`src/rtl/mem_port_arbiter_pkg.sv`:
```
// rtl/mem_port_arbiter_pkg.sv - shared encodings and helpers for the memory port arbiter
//
// Package mem_arb_pkg: FSM state encodings, owner encodings, default memory
// latency and the counter-width helper used by the latency counter.
package mem_arb_pkg;

  typedef enum logic [1:0] {
    ST_IDLE   = 2'b00,
    ST_ACCESS = 2'b01,
    ST_DONE   = 2'b10
  } state_t;

  typedef enum logic {
    OWN_IF = 1'b0,
    OWN_LS = 1'b1
  } owner_t;

  localparam int MEM_LAT_DEFAULT = 3;

  // Width needed to hold MEM_LAT-1; never narrower than one bit so that
  // MEM_LAT=1 (load value 0) still gets a real register.
  function automatic int cnt_width(input int lat);
    return (lat <= 2) ? 1 : $clog2(lat);
  endfunction

endpackage

```
`src/rtl/mem_port_arbiter_if.sv`:
```
// rtl/mem_port_arbiter_if.sv - requester and memory signal bundle for the arbiter
//
// Groups the fetch request, load/store request, read data return and the
// single-port memory bus. The arbiter connects through the slave modport; the
// requesters/memory side (control, datapath, memory model) use master.
interface mem_port_arbiter_if #(
  parameter int ADDR_W = 32,
  parameter int DATA_W = 32
);

  logic              if_req;
  logic [ADDR_W-1:0] if_addr;
  logic              if_done;
  logic              ls_req;
  logic              ls_we;
  logic [ADDR_W-1:0] ls_addr;
  logic [DATA_W-1:0] ls_wdata;
  logic              ls_done;
  logic [DATA_W-1:0] rdata;
  logic [ADDR_W-1:0] mem_addr;
  logic [DATA_W-1:0] mem_wdata;
  logic              mem_wr;
  logic [DATA_W-1:0] mem_rdata;
  logic              busy;

  modport slave (
    input  if_req, if_addr, ls_req, ls_we, ls_addr, ls_wdata, mem_rdata,
    output if_done, ls_done, rdata, mem_addr, mem_wdata, mem_wr, busy
  );

  modport master (
    output if_req, if_addr, ls_req, ls_we, ls_addr, ls_wdata, mem_rdata,
    input  if_done, ls_done, rdata, mem_addr, mem_wdata, mem_wr, busy
  );

endinterface

```
`src/rtl/mem_port_arbiter_lat_cnt.sv`:
```
// rtl/mem_port_arbiter_lat_cnt.sv - loadable down-counter timing the memory read latency
//
// Module mem_arb_lat_cnt
//   clock  in   system clock
//   reset  in   synchronous active-high, clears the count
//   load   in   load MEM_LAT-1 (takes priority over dec)
//   dec    in   decrement, saturating at zero
//   zero   out  count is zero
module mem_arb_lat_cnt
  import mem_arb_pkg::*;
#(
  parameter int MEM_LAT = MEM_LAT_DEFAULT
) (
  input  logic clock,
  input  logic reset,
  input  logic load,
  input  logic dec,
  output logic zero
);

  localparam int CW = cnt_width(MEM_LAT);

  logic [CW-1:0] cnt;

  always_ff @(posedge clock) begin
    if (reset) begin
      cnt <= '0;
    end else if (load) begin
      cnt <= CW'(MEM_LAT - 1);
    end else if (dec && (cnt != '0)) begin
      cnt <= cnt - CW'(1);
    end
  end

  assign zero = (cnt == '0);

endmodule

```
`src/rtl/mem_port_arbiter.sv`:
```
// rtl/mem_port_arbiter.sv - shares the single-port memory between fetch and load/store
//
// Module mem_port_arbiter
//   clock  in   system clock, all state on rising edge
//   reset  in   synchronous active-high
//   bus    slave modport of mem_port_arbiter_if:
//            if_req/if_addr -> if_done          fetch read
//            ls_req/ls_we/ls_addr/ls_wdata -> ls_done   load/store
//            rdata          registered read data, held until the next read completes
//            mem_addr/mem_wdata/mem_wr (registered), mem_rdata   memory bus
//            busy           FSM not idle
// Build option: MEM_ARB_RR_EN selects round-robin on contention; otherwise
// load/store has fixed priority.
module mem_port_arbiter
  import mem_arb_pkg::*;
#(
  parameter int ADDR_W  = 32,
  parameter int DATA_W  = 32,
  parameter int MEM_LAT = MEM_LAT_DEFAULT
) (
  input  logic             clock,
  input  logic             reset,
  mem_port_arbiter_if.slave bus
);

  state_t            state;
  state_t            state_nxt;
  owner_t            owner;
  logic              if_done_q;
  logic              ls_done_q;
  logic [DATA_W-1:0] rdata_q;
  logic [ADDR_W-1:0] mem_addr_q;
  logic [DATA_W-1:0] mem_wdata_q;
  logic              mem_wr_q;

  logic              req_any;
  logic              ls_wins;
  logic              grant_ls;
  logic              cnt_load;
  logic              cnt_dec;
  logic              cnt_zero;

`ifdef MEM_ARB_RR_EN
  owner_t            last_owner;

  // On contention grant whoever did not own the port last time.
  assign ls_wins = (last_owner == OWN_IF);
`else
  assign ls_wins = 1'b1;
`endif

  assign req_any  = bus.if_req | bus.ls_req;
  assign grant_ls = bus.ls_req & (~bus.if_req | ls_wins);

  mem_arb_lat_cnt #(
    .MEM_LAT (MEM_LAT)
  ) u_lat_cnt (
    .clock (clock),
    .reset (reset),
    .load  (cnt_load),
    .dec   (cnt_dec),
    .zero  (cnt_zero)
  );

  always_ff @(posedge clock) begin
    if (reset) begin
      state <= ST_IDLE;
    end else begin
      state <= state_nxt;
    end
  end

  always_comb begin
    state_nxt = state;
    cnt_load  = 1'b0;
    cnt_dec   = 1'b0;
    case (state)
      ST_IDLE: begin
        if (req_any) begin
          cnt_load  = 1'b1;
          state_nxt = ST_ACCESS;
        end
      end
      ST_ACCESS: begin
        cnt_dec = 1'b1;
        if (cnt_zero) begin
          state_nxt = ST_DONE;
        end
      end
      ST_DONE: begin
        state_nxt = ST_IDLE;
      end
      default: begin
        state_nxt = ST_IDLE;
      end
    endcase
  end

  always_ff @(posedge clock) begin
    if (reset) begin
      owner       <= OWN_IF;
      if_done_q   <= 1'b0;
      ls_done_q   <= 1'b0;
      rdata_q     <= '0;
      mem_addr_q  <= '0;
      mem_wdata_q <= '0;
      mem_wr_q    <= 1'b0;
`ifdef MEM_ARB_RR_EN
      last_owner  <= OWN_LS;
`endif
    end else begin
      case (state)
        ST_IDLE: begin
          if (req_any) begin
            owner       <= grant_ls ? OWN_LS : OWN_IF;
            mem_addr_q  <= grant_ls ? bus.ls_addr : bus.if_addr;
            mem_wdata_q <= grant_ls ? bus.ls_wdata : '0;
            mem_wr_q    <= grant_ls & bus.ls_we;
`ifdef MEM_ARB_RR_EN
            last_owner  <= grant_ls ? OWN_LS : OWN_IF;
`endif
          end else begin
            mem_wr_q <= 1'b0;
          end
        end
        ST_ACCESS: begin
          // mem_wr_q stays set through a store, so it doubles as the
          // "this transfer is a write" flag when the latency expires.
          if (cnt_zero) begin
            if (!mem_wr_q) begin
              rdata_q <= bus.mem_rdata;
            end
            mem_wr_q  <= 1'b0;
            if_done_q <= (owner == OWN_IF);
            ls_done_q <= (owner == OWN_LS);
          end
        end
        ST_DONE: begin
          if_done_q <= 1'b0;
          ls_done_q <= 1'b0;
        end
        default: begin
          if_done_q <= 1'b0;
          ls_done_q <= 1'b0;
          mem_wr_q  <= 1'b0;
        end
      endcase
    end
  end

  assign bus.if_done   = if_done_q;
  assign bus.ls_done   = ls_done_q;
  assign bus.rdata     = rdata_q;
  assign bus.mem_addr  = mem_addr_q;
  assign bus.mem_wdata = mem_wdata_q;
  assign bus.mem_wr    = mem_wr_q;
  assign bus.busy      = (state != ST_IDLE);

endmodule
```
`src/flat_wrapper.sv`:
```
// flat-port wrapper written by rule: the top's interface ports become plain ports
module mem_port_arbiter_flat import mem_arb_pkg::*;
#(
  parameter int ADDR_W  = 32,
  parameter int DATA_W  = 32,
  parameter int MEM_LAT = MEM_LAT_DEFAULT
)
  (clock, reset, bus_if_req, bus_if_addr, bus_ls_req, bus_ls_we, bus_ls_addr, bus_ls_wdata, bus_mem_rdata, bus_if_done, bus_ls_done, bus_rdata, bus_mem_addr, bus_mem_wdata, bus_mem_wr, bus_busy);
  mem_port_arbiter_if #(.ADDR_W(ADDR_W), .DATA_W(DATA_W)) bus_i ();
  input  logic clock;
  input  logic reset;
  input wire logic [$bits(bus_i.if_req)-1:0] bus_if_req;
  input wire logic [$bits(bus_i.if_addr)-1:0] bus_if_addr;
  input wire logic [$bits(bus_i.ls_req)-1:0] bus_ls_req;
  input wire logic [$bits(bus_i.ls_we)-1:0] bus_ls_we;
  input wire logic [$bits(bus_i.ls_addr)-1:0] bus_ls_addr;
  input wire logic [$bits(bus_i.ls_wdata)-1:0] bus_ls_wdata;
  input wire logic [$bits(bus_i.mem_rdata)-1:0] bus_mem_rdata;
  output wire logic [$bits(bus_i.if_done)-1:0] bus_if_done;
  output wire logic [$bits(bus_i.ls_done)-1:0] bus_ls_done;
  output wire logic [$bits(bus_i.rdata)-1:0] bus_rdata;
  output wire logic [$bits(bus_i.mem_addr)-1:0] bus_mem_addr;
  output wire logic [$bits(bus_i.mem_wdata)-1:0] bus_mem_wdata;
  output wire logic [$bits(bus_i.mem_wr)-1:0] bus_mem_wr;
  output wire logic [$bits(bus_i.busy)-1:0] bus_busy;
  assign bus_i.if_req = bus_if_req;
  assign bus_i.if_addr = bus_if_addr;
  assign bus_i.ls_req = bus_ls_req;
  assign bus_i.ls_we = bus_ls_we;
  assign bus_i.ls_addr = bus_ls_addr;
  assign bus_i.ls_wdata = bus_ls_wdata;
  assign bus_i.mem_rdata = bus_mem_rdata;
  assign bus_if_done = bus_i.if_done;
  assign bus_ls_done = bus_i.ls_done;
  assign bus_rdata = bus_i.rdata;
  assign bus_mem_addr = bus_i.mem_addr;
  assign bus_mem_wdata = bus_i.mem_wdata;
  assign bus_mem_wr = bus_i.mem_wr;
  assign bus_busy = bus_i.busy;
  mem_port_arbiter #(.ADDR_W(ADDR_W), .DATA_W(DATA_W), .MEM_LAT(MEM_LAT)) u_core (.clock(clock), .reset(reset), .bus(bus_i));
endmodule
```
`config.mk`:
```
export PLATFORM = sky130hd
export DESIGN_NAME = mem_port_arbiter_flat
export DESIGN_NICKNAME = d
export VERILOG_FILES = /design/src/rtl/mem_port_arbiter_pkg.sv /design/src/rtl/mem_port_arbiter_if.sv /design/src/rtl/mem_port_arbiter_lat_cnt.sv /design/src/rtl/mem_port_arbiter.sv /design/src/flat_wrapper.sv
export SDC_FILE = /design/constraint.sdc
export NUM_CORES = 1
export LEC_CHECK = 0
export BUFFER_PORTS_ARGS = -buffer_cell sky130_fd_sc_hd__buf_2
export CORE_UTILIZATION = 30
export DETAILED_ROUTE_END_ITERATION = 10
export PLACE_DENSITY_LB_ADDON = 0.1
export SLEW_MARGIN = 40
export SYNTH_ARGS = -nofsm -noshare
export SYNTH_HDL_FRONTEND = slang
export SYNTH_SLANG_ARGS = --single-unit
export TNS_END_PERCENT = 10
```
`constraint.sdc`:
```
create_clock -name clock -period 2 [get_ports clock]
set_clock_uncertainty 0.2 [all_clocks]
set_input_delay 0 -clock clock [delete_from_list [all_inputs] [get_ports clock]]
set_output_delay 0 -clock clock [all_outputs]
set_load 0.02 [all_outputs]
```
# [After elaboration in Yosys (flattened, before gate mapping)]
# Cells that the tools add are included.
[totals] reg_bits=104 input_bits=133
[classes] addsub=1 n_eq_ne=4 mux=18 n_bitwise=6 reduce_logical=12
[ops] op="2-to-1 mux 32 bit" count=2
[ops] op="2-to-1 mux 1 bit" count=8
[ops] op="2-to-1 mux 2 bit" count=4
[ops] op="AND reduction 2 bit" count=4
[ops] op="nonzero test 2 bit" count=3
[ops] op="logical NOT 2 bit" count=2
[ops] op="!= test 2 x 1 -> 1 bit (second input constant)" count=2
[ops] op="inverter 1 bit" count=4
[ops] op="one-hot mux 1 bit (2 select lines)" count=2
[ops] op="one-hot mux 2 bit (2 select lines)" count=1
[ops] op="one-hot mux 1 bit (3 select lines)" count=1
[ops] op="AND reduction 3 bit" count=1
[ops] op="== test 2 x 1 -> 1 bit (second input constant)" count=1
[ops] op="== test 2 bit (second input constant)" count=1
[ops] op="OR reduction 2 bit" count=1
[ops] op="subtractor 2 x 1 -> 2 bit (second input constant)" count=1
[ops] op="bitwise AND 1 bit" count=1
[ops] op="logical AND 1 bit" count=1
[ops] op="bitwise OR 1 bit" count=1

# [Longest topological paths before layout]
[logic_depth] depth_word=5 ltp_mapped=7 ltp_nobuf=5

# [Hierarchy]
# A second synthesis with hierarchy kept.
[unflattened] hier_cells=473 area_unflattened_um2=4463.0
[by_module_without_submodules] mod="mem_port_arbiter" instances=1 cells_per_inst=462 area_per_inst_um2=4356.7 seq_area_each_um2=2042.0
[by_module_without_submodules] mod="mem_arb_lat_cnt" instances=1 cells_per_inst=11 area_per_inst_um2=106.4 seq_area_each_um2=40.0

# [Worst setup path after synthesis]
# Ideal clock, no wire load.
[synth_path] path_kind="reg2reg" from="register u_core.u_lat_cnt.cnt[0]" to="register u_core.rdata_q[10] (netlist: u_core.bus.rdata[10])" t_arrival_ns=1.306 required_ns=1.730 path_slack_ns=0.423 path_stages_with_launch=8 n_path_buf=2 synth_period_minus_slack_ns=1.577 path_cell_list="dfxtp_1 > inv_1 > ha_1 > nand4bb_1 > clkbuf_1 > clkbuf_1 > nand2_1 > a21oi_1"
[synth_between] elab_chain_cells=2
[synth_lines] item="start, declared" line_no="mem_port_arbiter_lat_cnt.sv:23" rtl="logic [CW-1:0] cnt;"
[synth_lines] item="start signal, assigned" line_no="mem_port_arbiter_lat_cnt.sv:29" rtl="cnt <= CW'(MEM_LAT - 1);"
[synth_lines] item="start signal, assigned" line_no="mem_port_arbiter_lat_cnt.sv:31" rtl="cnt <= cnt - CW'(1);"
[synth_lines] item="logical NOT 2 bit" line_no="mem_port_arbiter_lat_cnt.sv:35" rtl="assign zero = (cnt == '0);"
[synth_lines] item="AND reduction 3 bit (no line)"
[synth_lines] item="end signal, assigned" line_no="mem_port_arbiter.sv:131" rtl="rdata_q <= bus.mem_rdata;"
[synth_lines] item="end, declared" line_no="mem_port_arbiter.sv:31" rtl="logic [DATA_W-1:0] rdata_q;"
# Every way passes these cells.
# A chain may end at the register's enable or synchronous reset.

# [Worst setup path after layout]
[layout_path] from="input port bus_if_addr[29]" to="register u_core.mem_addr_q[29] (netlist: u_core.bus.mem_addr[29])"
[layout_between] elab_chain_cells=1
[layout_lines] item="start, declared" line_no="flat_wrapper.sv:13" rtl="input wire logic [$bits(bus_i.if_addr)-1:0] bus_if_addr;"
[layout_lines] item="2-to-1 mux 32 bit" line_no="mem_port_arbiter.sv:116" rtl="mem_addr_q <= grant_ls ? bus.ls_addr : bus.if_addr;"
[layout_lines] item="end signal, assigned" line_no="mem_port_arbiter.sv:116"
[layout_lines] item="end, declared" line_no="mem_port_arbiter.sv:32" rtl="logic [ADDR_W-1:0] mem_addr_q;"
# Every way passes these cells.

==> flow_summary.yaml <==
status:
  outcome: "completed"
layout:
  antenna_cells: 0
  final_cells: 928
  final_layout_size_suffix_gt1_share_pct: 39.10
  syn_to_final_growth_pct: 72.11
  n_fill_cell: 1207
  nets: 881
floorplanning:
  die_y_um: 118.4
  num_rows: 42
  initial_core_util_pct: 30.69
  dieArea_mm2: 0.01402
  die_w_um: 118.4
  core-area_mm2: 0.01324
  io_pins: 233
synthesis:
  yosysMostFrequentCell: "dfxtp_1"
  yosys-top-cells-count: "dfxtp_1, nand2_1, a21oi_1"
  syn-num-nets: 533
  netlist_instances: 399
  yosysSeqAreaShare_pct: 51.23
  synth_top_cell_by_area: "dfxtp_1"
  synthTopCellsByArea: "dfxtp_1, a211oi_2, mux2i_1"
  ys_ff_latch: 104
  yosys_warnings: 0
  syn_avg_cell_area_um2: 10.19
  async_flop_share_pct: 0
  syn_area_mm2: 0.004064
  synth_top_area_share_pct: 51.23
  synth_edf_count: 0
  ys_dominant_reg_cell: "dfxtp_1"
  synth_cell_types: 33
power_and_ir_drop:
  vdd_ir_drop_max_v: 0.0005808
  pwr_density_cell_mw_per_mm2: 797.9
  leakagePower_nw: 3.263
global_routing:
  busiest_layer: "met2"
  grtUsageMet1_pct: 20.87
  grt_max_degree: 60
  grt_pass1_wl_mm: 20.44
  gr-usage-met3_pct: 6.708
  antenna_found_initial: 0
  overflow: 0
  use_met2_pct: 30.66
  track_usage_pct: 18.14
  first_global_vias: 4296
sta:
  slew_viol_final: 0
  worst_slew_pin_slew_ns: 0.7768
  whs_ns: 0.1547
  fin_ws_ns: 0.04742
  hold_viol: 0
  fin_crit_sh_pct: 97.63
  fmax_mhz: 512.1
  max-slew-margin-rel_pct: 48.22
  tns_ns: 0
  layout_min_cycle_time_ns: 1.953
  setup_violations: 0
  rsz0062_at_grt: "false"
place:
  place_congestion: 0.7417
  io_buffers: 232
  hpwlAfterDp_mm: 7.726
  post-place-ws_ns: 0.3462
  dpl.cell_count: 780
cts:
  cts_buffers: 9
  htreeDepth: 3
  clk_pin_slew_ns: 0.07
  insertion_delay_ns: 0.34
  cts_tree: "done"
  root_buffer: "clkbuf_16"
  cts_buffer_depth: 2
  cts.sinks: 104
worst_setup_path:
  regToRegEndpoint: "u_core.bus.mem_addr[27]$_SDFFE_PP0P_"
  crit_end: "u_core.bus.mem_addr[29]$_SDFFE_PP0P_"
  crit_start: "bus_if_addr[29]"
  crit_path_start_kind: "input pin"
  critPathKind: "input pin to register"
  required_ns: 2.03
  reg2regPathDepth: 4
  ff2ff_setup_slack_ns: 0.14
  crit_path_max_fanout: 1
  worstPathArrival_ns: 1.98
  rr_startpoint: "u_core.state[0]$_SDFFE_PP0P_"
  cp-end-kind: "register"
detailed_routing:
  drc_errors: 0
  wl_per_cell_um: 13.61
  postRouteWirelength_mm: 12.63
  ant_nets: 0
  vias_per_cell: 4.578
  vias: 4248
  dr.first_iter.drc_count: 126
  firstDrtPassIters: 4
worst_hold_path:
  hp-class: "input pin to register"
flow_run:
  cap_violations: 0
## repair_timing
| item | CTS | global route |
|---|---|---|
| hold endpoints to repair | 102 | 0 |
| setup endpoints to repair | 0 | 5 |
| gates resized for setup | 0 | 2 |
| hold buffers | 133 | 0 |
| buffers inserted | 0 | 0 |
## cell families after synthesis
logic type      Yosys count  synth area share [%]
compound gates          137                 25.89
flops                   104                 51.23
simple gates             79                 8.405
buf+inv                  44                 5.819
mux                      33                 8.128
xor+xnor                  1                0.2156
fa+ha+maj                 1                0.3078
## placed cells by master (no fill, tap or decap), types with 2 or more instances in the layout
master         netlist  final
buf_2               12    232
dlygate4sd3_1        0    132
dfxtp_1            104    104
nand2_1             67     67
a21oi_1             65     65
mux2i_1             33     33
a22o_1              33     33
a211oi_2            29     29
clkbuf_16            0      9
buf_4                3      8
inv_1                4      4
a211oi_1             4      4
buf_12               0      3
nor3_1               2      2
clkinvlp_4           0      2
## where the power goes
part | switching, mW | internal, mW | leakage, nW
clock | 0.795 | 0.976 | 0.139
combinational | 0.766 | 0.684 | 2.27
sequential | 0.0988 | 2.26 | 0.855
## metal layers
metal,share of wire (%),up-vias
met1,42,1975
li1,-,2111
met5,0,-
met3,7.4,17
met2,48,145
met4,2.1,0
## through the flow
| step | utilization, % | total power [mW] | instance area (um^2) |
|---|---|---|---|
| 2_1_floorplan | - | 3.184 | 4064 |
| 3_3_place_gp | 40.56 | 3.601 | 5371 |
| 3_5_place_dp | 40.56 | 3.623 | 5371 |
| 4_1_cts | 52.85 | 5.651 | 6999 |
| 5_1_grt | 52.82 | 5.857 | 6994 |
| 6_report | 52.82 | 5.580 | 6994 |
## final cells by class
cell class	count	area (um^2)	area share (%)
repair buffers	376	2614	37.37
flip-flops and latches	104	2082	29.77
multi-input cells	251	1763	25.21
clock buffers	10	229.0	3.274
well taps	176	220.2	3.148
clock inverters	6	67.56	0.9660
inverters	5	18.77	0.2683
## worst max-delay path, cell delays in order
cell           delay, ns
dlygate4sd3_1       0.53
buf_2               0.12
mux2i_1             0.13
dlygate4sd3_1       0.59
a211oi_2            0.07
dlygate4sd3_1       0.55
## state kept, by name, indices dropped and copies added (netlist names)
name                  cells
u_core.bus.mem_addr      32
u_core.bus.mem_wdata     32
u_core.bus.rdata         32
u_core.state              2
u_core.u_lat_cnt.cnt      2
u_core.bus.if_done        1
u_core.bus.ls_done        1
u_core.bus.mem_wr         1
u_core.owner              1
## how the worst min path moves through the flow
stage | from | end | slack (ns) | cells past startpoint
4_1_cts | bus_if_req | u_core.state[0]$_SDFFE_PP0P_ | 0.13 | 4
3_3_place_gp | bus_ls_we | u_core.bus.mem_wr$_SDFFE_PP0P_ | 0.02 | 2
5_1_grt | bus_ls_wdata[10] | u_core.bus.mem_wdata[10]$_SDFFE_PP0P_ | 0.20 | 3
6_report | bus_if_req | u_core.state[0]$_SDFFE_PP0P_ | 0.15 | 4
3_5_place_dp | bus_ls_we | u_core.bus.mem_wr$_SDFFE_PP0P_ | 0.02 | 2
2_1_floorplan | bus_ls_we | u_core.bus.mem_wr$_SDFFE_PP0P_ | -0.07 | 1
(Power assumes the default switching activity.)
